<file path="src/rtl/ps_pkg.sv">
// Shared constants and state encoding for the parallel/serial shift controller.
package ps_pkg;

  localparam int BITS_DEFAULT = 4;

  typedef enum logic [1:0] {
    IDLE,
    SHIFT,
    DONE
  } state_t;

endpackage

</file>
<file path="src/rtl/ps_shift_reg.sv">
// Loadable shift register: SEL=0 loads Din, SEL=1 shifts Din_serie into the MSB.
module ps_shift_reg
  import ps_pkg::*;
#(
  parameter int BITS = BITS_DEFAULT
) (
  input  logic            clk,
  input  logic            reset,
  input  logic            en,
  input  logic            SEL,
  input  logic            Din_serie,
  input  logic [BITS-1:0] Din,
  output logic [BITS-1:0] Dout
);

  // NOTE: sequential state uses non-blocking assignments so every register samples pre-edge values.
  always_ff @(posedge clk) begin
    if (reset) begin
      Dout <= '0;
    end else if (en) begin
      Dout <= SEL ? {Din_serie, Dout[BITS-1:1]} : Din;
    end
  end

endmodule

</file>
<file path="src/rtl/ps_shift_ctrl.sv">
// Frame controller: accepts a parallel word, shifts it out LSB first while
// capturing BITS serial bits, then reports the received word for one cycle.
module ps_shift_ctrl
  import ps_pkg::*;
#(
  parameter int BITS = BITS_DEFAULT
) (
  input  logic            clk,
  input  logic            reset,
  input  logic            in_valid,
  input  logic [BITS-1:0] in_data,
  output logic            in_ready,
  input  logic            tick,
  input  logic            ser_in,
  output logic            ser_out,
  output logic            ser_valid,
  output logic [BITS-1:0] rx_data,
  output logic            rx_valid,
  output logic            busy
);

  localparam int            CW   = (BITS > 1) ? $clog2(BITS) : 1;
  localparam logic [CW-1:0] LAST = CW'(BITS - 1);

  state_t          state_q, state_d;
  logic [CW-1:0]   cnt_q;
  logic [BITS-1:0] sr_q;
  logic            sr_en, sr_sel;
  logic            load, shift, last;

  ps_shift_reg #(.BITS(BITS)) u_shift_reg (
    .clk       (clk),
    .reset     (reset),
    .en        (sr_en),
    .SEL       (sr_sel),
    .Din_serie (ser_in),
    .Din       (in_data),
    .Dout      (sr_q)
  );

  assign last    = (cnt_q == LAST);
  assign ser_out = sr_q[0];

  // NOTE: every always_comb output gets a default first, so no path can infer a latch.
  always_comb begin
    state_d   = state_q;
    in_ready  = (state_q == IDLE);
    busy      = (state_q != IDLE);
    ser_valid = 1'b0;
    rx_valid  = 1'b0;
    load      = 1'b0;
    shift     = 1'b0;
    case (state_q)
      IDLE: begin
        if (in_valid) begin
          load    = 1'b1;
          state_d = SHIFT;
        end
      end
      SHIFT: begin
        ser_valid = tick;
        if (tick) begin
          shift = 1'b1;
          if (last) state_d = DONE;
        end
      end
      DONE: begin
        rx_valid = 1'b1;
        state_d  = IDLE;
      end
      default: state_d = IDLE;
    endcase
    sr_en  = load | shift;
    sr_sel = shift;
  end

  always_ff @(posedge clk) begin
    if (reset) begin
      state_q <= IDLE;
      cnt_q   <= '0;
      rx_data <= '0;
    end else begin
      state_q <= state_d;
      if (load) begin
        cnt_q <= '0;
      end else if (shift) begin
        // Wrap on the final shift so the count never passes BITS-1.
        cnt_q <= last ? '0 : cnt_q + 1'b1;
        if (last) rx_data <= {ser_in, sr_q[BITS-1:1]};
      end
    end
  end

endmodule

</file>
<file path="config.mk">
export PLATFORM = sky130hd
export DESIGN_NAME = ps_shift_ctrl
export DESIGN_NICKNAME = d
export VERILOG_FILES = /design/src/rtl/ps_pkg.sv /design/src/rtl/ps_shift_reg.sv /design/src/rtl/ps_shift_ctrl.sv
export SDC_FILE = /design/constraint.sdc
export NUM_CORES = 1
export LEC_CHECK = 0
export CELL_PAD_IN_SITES_DETAIL_PLACEMENT = 1
export CELL_PAD_IN_SITES_GLOBAL_PLACEMENT = 1
export CORE_UTILIZATION = 32
export DETAILED_ROUTE_END_ITERATION = 10
export GPL_ROUTABILITY_DRIVEN = 0
export GPL_TIMING_DRIVEN = 1
export PLACE_DENSITY_LB_ADDON = 0.1
export SLEW_MARGIN = 15
export SYNTH_ARGS = -nofsm -noshare
export SYNTH_HDL_FRONTEND = slang
export SYNTH_SLANG_ARGS = --single-unit
</file>
<file path="constraint.sdc">
create_clock -name clk -period 1.4 [get_ports clk]
set_input_delay 0.28 -clock clk [delete_from_list [all_inputs] [get_ports clk]]
set_output_delay 0.28 -clock clk [all_outputs]
set_load 0.005 [all_outputs]
</file>
==> metrics.md <==
| Metric | Value |
|---|---|
| Status | finished clean |
| Crit. End Element | output pin |
| Reg2reg end | u_shift_reg.Dout[3]$_SDFFE_PP0P_ |
| CP max stage cell | dfxtp_4 |
| Detailed-placement wirelength estimate | 885 µm |
| Initial antenna violation count | 0 |
| Finished Core Util | 56.2% |
| Mapped Area | 539 µm² |
| Die extent in x | 43.1 µm |
| Final max-slew violation count | 0 |
| RSZ-0062 raised after global routing | no |
| Ant. Diodes | 0 |
| First-pass GRT wire length | 2280 µm |
| VDD IR max | 0.000494 V |
| Total Nets Final | 91 |
| Post-synthesis sequential area ratio | 44.5% |
| Fmax | 749 MHz |
| Final min period | 1.34 ns |
| Drt pass-1 iters | 4 |
| Initial cell density of the core | 35.0% |
| Fin crit share | 95.4% |
| Syn Nets | 62 |
| Hold slack | 0.496 ns |
| Die Y | 43.1 µm |
| Worst Hold End | rx_data[2]$_SDFFE_PP0P_ |
| WHS Path Cells | 2 |
| Worst path max stage delay | 0.37 ns |
| Clk sinks | 12 |
| Cell taking the most area after synthesis | dfxtp_1 |
| Rel. slew slack | 86.1% |
| Area grow syn2layout | 60.6% |
| Setup Skew | 0.000575 ns |
| Final setup viols | 0 |
| CP Cell Sequence | nor2_2 -> inv_1 -> dlygate4sd2_1 |
| Pwr dens | 918 mW/mm² |
| Clock latency on the worst-skew pair | 0.29 ns |
| CORE AREA | 0.00154 mm² |
| Worst reg-to-reg setup slack | 0.08 ns |
| Startpoint Class | flop |
| Final Hold Viols | 0 |
| Root Buffer | clkbuf_4 |
| Rows | 14 |
| # DRC | 0 |
| Worst-path clk slew | 0.08 ns |
| Clock buffer depth | 2 |
| Drt total wl | 1340 µm |
| CTS tree | done |
| Setup TNS | 0 ns |
| Final Power | 0.795 mW |
| Share of layout cells above drive strength 1 | 37.5% |
| Largest net degree at the start of global routing | 13 |
| H-tree level count | 1 |
| WL/cell | 13.9 µm |
| Cell variety after synth | 19 |
| Hold Crit Start | rx_data[2]$_SDFFE_PP0P_ |
| Beginning of the worst register-to-register path | state_q[0]$_SDFFE_PP0P_ |
| Leak | 0.438 nW |
| Drt first-iter violations | 2 |
| Synthesis-stage register bit count | 12 |
| Req. time, crit path | 1.12 ns |
| Die ar. | 0.00185 mm² |
| Port bufs | 17 |
| Number of global-route vias before repair | 507 |
| Placement Setup Slack | -0.341 ns |
| Buf/Inv on CP | 2 |
| Synth Area per Inst | 10.4 µm² |
| Cells after Synth | 52 |
| Io pins | 18 |
| GRT Util Overall | 17.5% |
| Vias | 472 |
| Critical Path AT | 1.06 ns |
| Worst-margin pin slew | 0.208 ns |
| CTS buffer count | 3 |
| Post-DR vias/cell | 4.92 |
| Total of max-cap violations | 0 |
| Worst Path Max Fanout | 5 |
| Post-route setup slack | 0.0647 ns |
| Worst Hold Class | reg -> reg |
| Overflow after GRT | 0 |
| Area contributors post-synth | dfxtp_1 (45%), mux2i_1 (17%), a211oi_2 (9.3%) |
| DRT antenna net count | 0 |
| Cell family with most CP delay | flip-flops |
| R2R depth | 5 |
| Yosys warns | 0 |
| Worst Setup Path Type | reg -> out |
| Post-synth top area share | 44.5% |
## through the flow
stage / instances / cell area (µm²)
after floorplan: 52 / 539
after global placement: 89 / 772
after detailed placement: 89 / 772
after CTS: 96 / 836
after global routing: 96 / 866
final: 96 / 866
## per-layer routing
layer  wire length [µm]  global-route usage (%)
met4                 53                    9.09
met2                713                    29.7
met1                513                    18.8
met3                 59                    6.38
met5                  0                       0
## logic make-up (layout without fill, tap and decap cells)
logic type / Yosys count / after routing / synth area share, %
buffers and inverters: 5 / 33 / 5.57
and+or+nand+nor: 19 / 19 / 19.3
muxes: 9 / 9 / 16.7
adders and majority gates: 1 / 1 / 2.32
DFF: 12 / 12 / 44.5
AOI/OAI and AO/OA: 6 / 6 / 11.6
## area by class of cell
class	instances	area, µm²
Timing Repair Buffer	27	249
Tap cell	16	20.0
Inverter	2	7.51
Clock buffer	4	36.3
Sequential cell	12	248
Fill cell	181	676
Multi-Input combinational cell	35	305
## how the worst max path moves through the flow
stage / start / to / cells after the start
2_1_floorplan: state_q[0]$_SDFFE_PP0P_ / u_shift_reg.Dout[0]$_SDFFE_PP0P_ / 4
3_3_place_gp: tick / ser_valid / 4
3_5_place_dp: tick / ser_valid / 4
4_1_cts: state_q[0]$_SDFFE_PP0P_ / u_shift_reg.Dout[3]$_SDFFE_PP0P_ / 6
5_1_grt: state_q[1]$_SDFFE_PP0P_ / cnt_q[0]$_SDFFE_PP0P_ / 4
6_report: state_q[0]$_SDFFE_PP0P_ / busy / 3
## power breakdown
part           total [mW]  switching [mW]  internal [mW]  leakage, nW
Clock               0.292           0.133          0.159       0.0210
Combinational       0.135          0.0531         0.0817        0.317
Sequential          0.368          0.0139          0.354        0.100
## cells in the final DEF (no fill, tap or decap), types with 3 or more instances in the layout
| master | instances |
|---|---|
| nor2_1 | 9 |
| dfxtp_1 | 8 |
| buf_4 | 8 |
| clkdlybuf4s50_1 | 7 |
| mux2i_1 | 6 |
| dlygate4sd2_1 | 6 |
| a211oi_2 | 5 |
| clkbuf_4 | 3 |
| dfxtp_2 | 3 |
## flip-flops by register name, indices dropped and copies added (netlist names)
register,flops
state_q,2
u_shift_reg.Dout,4
cnt_q,2
rx_data,4
## what timing repair did
action                     CTS  global route
hold endpoints to repair     0             0
hold buffers                 0             0
setup endpoints to repair   10             8
pin swaps                    1             2
setup buffers                4             1
gates resized for setup     15            12
## synthesized netlist by cell type
| library cell | number |
|---|---|
| a211oi_1 | 1 |
| a211oi_2 | 4 |
| buf_4 | 1 |
| buf_6 | 1 |
| clkbuf_1 | 1 |
| dfxtp_1 | 12 |
| ha_1 | 1 |
| inv_1 | 2 |
| mux2i_1 | 9 |
| nand2_1 | 1 |
| nand3_1 | 1 |
| nand3b_1 | 1 |
| nand4b_1 | 1 |
| nor2_1 | 10 |
| nor2b_1 | 1 |
| nor3_1 | 2 |
| nor3b_4 | 1 |
| o21ai_0 | 1 |
| or3_1 | 1 |
## tightest hold or removal path, cell delays in order, from the launching register on
cell and delay [ns]:
dfxtp_2 0.33, mux2i_1 0.06, nor2_1 0.07
No activity file was read; power rests on OpenSTA's default activity.
==> RTL edit 1: new RTL, same settings <==
Set the package constant `BITS_DEFAULT` to 8 (it was 4).
--- a/src/rtl/ps_pkg.sv
+++ b/src/rtl/ps_pkg.sv
@@ -2,5 +2,5 @@
 package ps_pkg;
 
-  localparam int BITS_DEFAULT = 4;
+  localparam int BITS_DEFAULT = 8;
 
   typedef enum logic [1:0] {
Interface: changed (resized in_data and rx_data); port bits go from 18 to 26. The function was not compared with the original's and may differ.
==> RTL edit 1 against the unedited design <==
  * The run now ends with DRC, setup timing left
  * Fmax decreased by 5.1%
  * Non-clock buffer count up 16
  * Via count grew 81%
  * Combinational power rose by 42%
  * Hold slack worse by 0.039 ns
  * Routed wire length up 98%
  * First-iteration DRC count increased to 8.0 times the old value
  * Register-to-register slack worse by 0.09 ns
  * Sequential cell count grew 9
  * Area after synthesis is 81% higher
  * Worst setup slack got worse by 0.072 ns
  * Final area is 70% higher
  * Synthesized cell count is 88% higher
  * Power increased by 42%
  * Critical path type is now reg2reg
  * Largest power group unchanged
==> RTL edit 1: results (changes against the unedited design) <==
Final layout
  – Total Nets Final: 154 (was 91)
  – Share of cells above drive strength 1: 0.493 (was 0.375)

Routing
  – Routed WL: 2.65 mm (was 1.34 mm)
  – Post-DR vias/cell: 5.05 (was 4.92)
  – Drt drc: 4 (was 0)
  – DR WL/cell: 15.7 µm (was 13.9 µm)

Power
  – Leak pwr: 0.588 nW (was 0.438 nW)
  – Power density cells: 767 nW/µm² (was 918 nW/µm²)
  – Psw: 0.000304 W (was 0.000200 W)

Synth
  – Post-synthesis mux area share: 0.0205 (was 0.167)
  – Synth area leaders: dfxtp_1, nand3_2, a21oi_2, nand2_1, a22oi_1 (was dfxtp_1, mux2i_1, a211oi_2, nor2_1, nor3b_4)

Placed design
  – Placed cell areas: 1290 µm² (was 772 µm²)
  – Placed Instances: 159 (was 89)
  – HPWL Detailed: 1.69 mm (was 885 µm)
  – Pre-CTS setup slack: -0.397 ns (was -0.341 ns)

Clock tree
  – Clock-pin slew on the worst setup and hold paths: 0.13 ns (was 0.08 ns)

Global route
  – First-pass GRT wire length: 4.09 mm (was 2.28 mm)
  – Met3 usage: 0.0295 (was 0.0638)
  – Vias in the first global route: 866 (was 507)

Setup path
  – Worst endpoint data arrival time: 1.61 ns (was 1.06 ns)
  – Number of cells on the worst reg-to-reg path: 6 (was 5)

Status
  – Failing checks: DRC, setup timing
  – Status: finished, violations left (was finished clean)

STA
  – Total Neg Setup Slack: -0.0142 ns (was 0 ns)
  – Worst setup margin: -0.00706 ns (was 0.0647 ns)
  – Final Setup Violations: 4 (was 0)
-- RTL edit 1: final cells by class --
| type | count | area, µm² |
|---|---|---|
| fillers | 318 | 1360 |
| multi-input cells | 68 | 558 |
| flip-flops and latches | 21 | 442 |
| repair buffers | 43 | 398 |
| well taps | 31 | 38.8 |
| clock buffers | 3 | 22.5 |
| inverters | 2 | 7.51 |
| clock inverters | 1 | 5.00 |
-- RTL edit 1: final timing paths --
check                           slack, ns  startpoint                  end
worst max register to register     -0.007  state_q[1]  u_shift_reg.Dout[3]
worst min register to register       0.46  rx_data[4]           rx_data[4]
worst max-delay path               -0.007  state_q[1]  u_shift_reg.Dout[3]
worst min-delay path                 0.46  rx_data[4]           rx_data[4]
-- RTL edit 1: critical path, cell delays in order (launching register included) --
cell	delay, ns
dfxtp_4	0.39
buf_6	0.12
buf_4	0.15
or3b_1	0.36
buf_6	0.16
nand3_2	0.07
a21oi_2	0.05
==> RTL edit 2: new RTL, same settings <==
Without the edit above. The 3 states of `state_t` get a one-hot encoding in 3 bits.
--- a/src/rtl/ps_pkg.sv
+++ b/src/rtl/ps_pkg.sv
@@ -4,8 +4,8 @@
   localparam int BITS_DEFAULT = 4;
 
-  typedef enum logic [1:0] {
-    IDLE,
-    SHIFT,
-    DONE
+  typedef enum logic [2:0] {
+    IDLE  = 3'b001,
+    SHIFT = 3'b010,
+    DONE  = 3'b100
   } state_t;
 
Formal check against the unedited RTL: no difference found for any inputs over 10 cycles, from zero or initial values and one cycle with reset high; not proved beyond that.
==> RTL edit 2 against the unedited design <==
  * The flow now finishes with violations (setup timing)
  * Register-to-register slack lost 0.03 ns
  * Sequential cell count increased by 1
  * Area after synthesis up 10%
  * Routed wire length is 11% higher
  * Worst setup slack worse by 0.094 ns
  * Clock skew grew 0.0047 ns
  * Via count up 25%
  * Power is 0.25% lower
  * Final area increased by 11%
  * Critical path type unchanged
  * Highest routed layer unchanged
==> RTL edit 2: results (changes against the unedited design) <==
Status
  – Status: finished, violations left (was finished clean)
  – Failing checks: setup timing

Placed design
  – Placed cell areas: 873 µm² (was 772 µm²)
  – Pre-CTS setup slack: -0.402 ns (was -0.341 ns)
  – Placed Instances: 112 (was 89)

Power
  – Sw Ratio: 0.247 (was 0.252)
  – Seq pwr share: 0.503 (was 0.463)
  – VDD IR max: 0.414 mV (was 0.494 mV)
  – Leak pwr: 0.414 nW (was 0.438 nW)

Global route
  – Met1 global-route usage: 0.183 (was 0.188)
  – Met3 usage: 0.0720 (was 0.0638)
  – All-Layer GR Usage: 0.177 (was 0.175)

Final layout
  – Share of cells above drive strength 1: 0.387 (was 0.375)

Setup path
  – Slowest stage cell on the critical path: dfxtp_2 (was dfxtp_4)

STA
  – Worst setup margin: -0.0288 ns (was 0.0647 ns)
  – Final Setup Violations: 2 (was 0)
  – Total Neg Setup Slack: -0.0442 ns (was 0 ns)

Routing
  – DRT iter0 DRCs: 3 (was 2)
  – Routed WL: 1.48 mm (was 1.34 mm)
  – Met2 WL: 719 µm (was 713 µm)
  – Wl on met1: 649 µm (was 513 µm)

Synth
  – Synth Area in Compound Gates: 0.143 (was 0.116)
  – Synth top cells by count: dfxtp_1, nor3_1, mux2i_1 (was dfxtp_1, nor2_1, mux2i_1)
  – Adder-Cell Fraction of Synth Area: 0.0210 (was 0.0232)
  – Synth area leaders: dfxtp_1, mux2i_1, nor3_1, a21oi_1, nand4_1 (was dfxtp_1, mux2i_1, a211oi_2, nor2_1, nor3b_4)
  – Unique masters post-synth: 22 (was 19)
RTL edit 2: cell count changes after synthesis, moves of 4 or more:
cell	unedited run	this run
nand4_1	0	4
o21ai_0	1	5
a21oi_1	0	5
nor3_1	2	8
nor2_1	10	2
RTL edit 2: final timing paths:
kind	slack, ns	cells past startpoint	from	endpoint
worst min-delay path	0.47	2	rx_data[2]	rx_data[2]
worst min register to register	0.47	2	rx_data[2]	rx_data[2]
worst max-delay path	-0.03	3	state_q[2]	ser_valid
worst max register to register	0.05	5	state_q[1]	u_shift_reg.Dout[0]
RTL edit 2: area by class of cell:
type                       instances  area [µm²]
timing repair buffer              30         289
sequential                        13         267
multi-input combinational         45         343
tap                               25        31.3
inverter                           1        3.75
clock buffer                       4        26.3
fill                             215         767
RTL edit 2: timing repair:
item	CTS	global route
pin swaps	2	2
resized for setup	31	13
setup endpoints to repair	11	14
hold endpoints to repair	0	0
buffers inserted	1	1
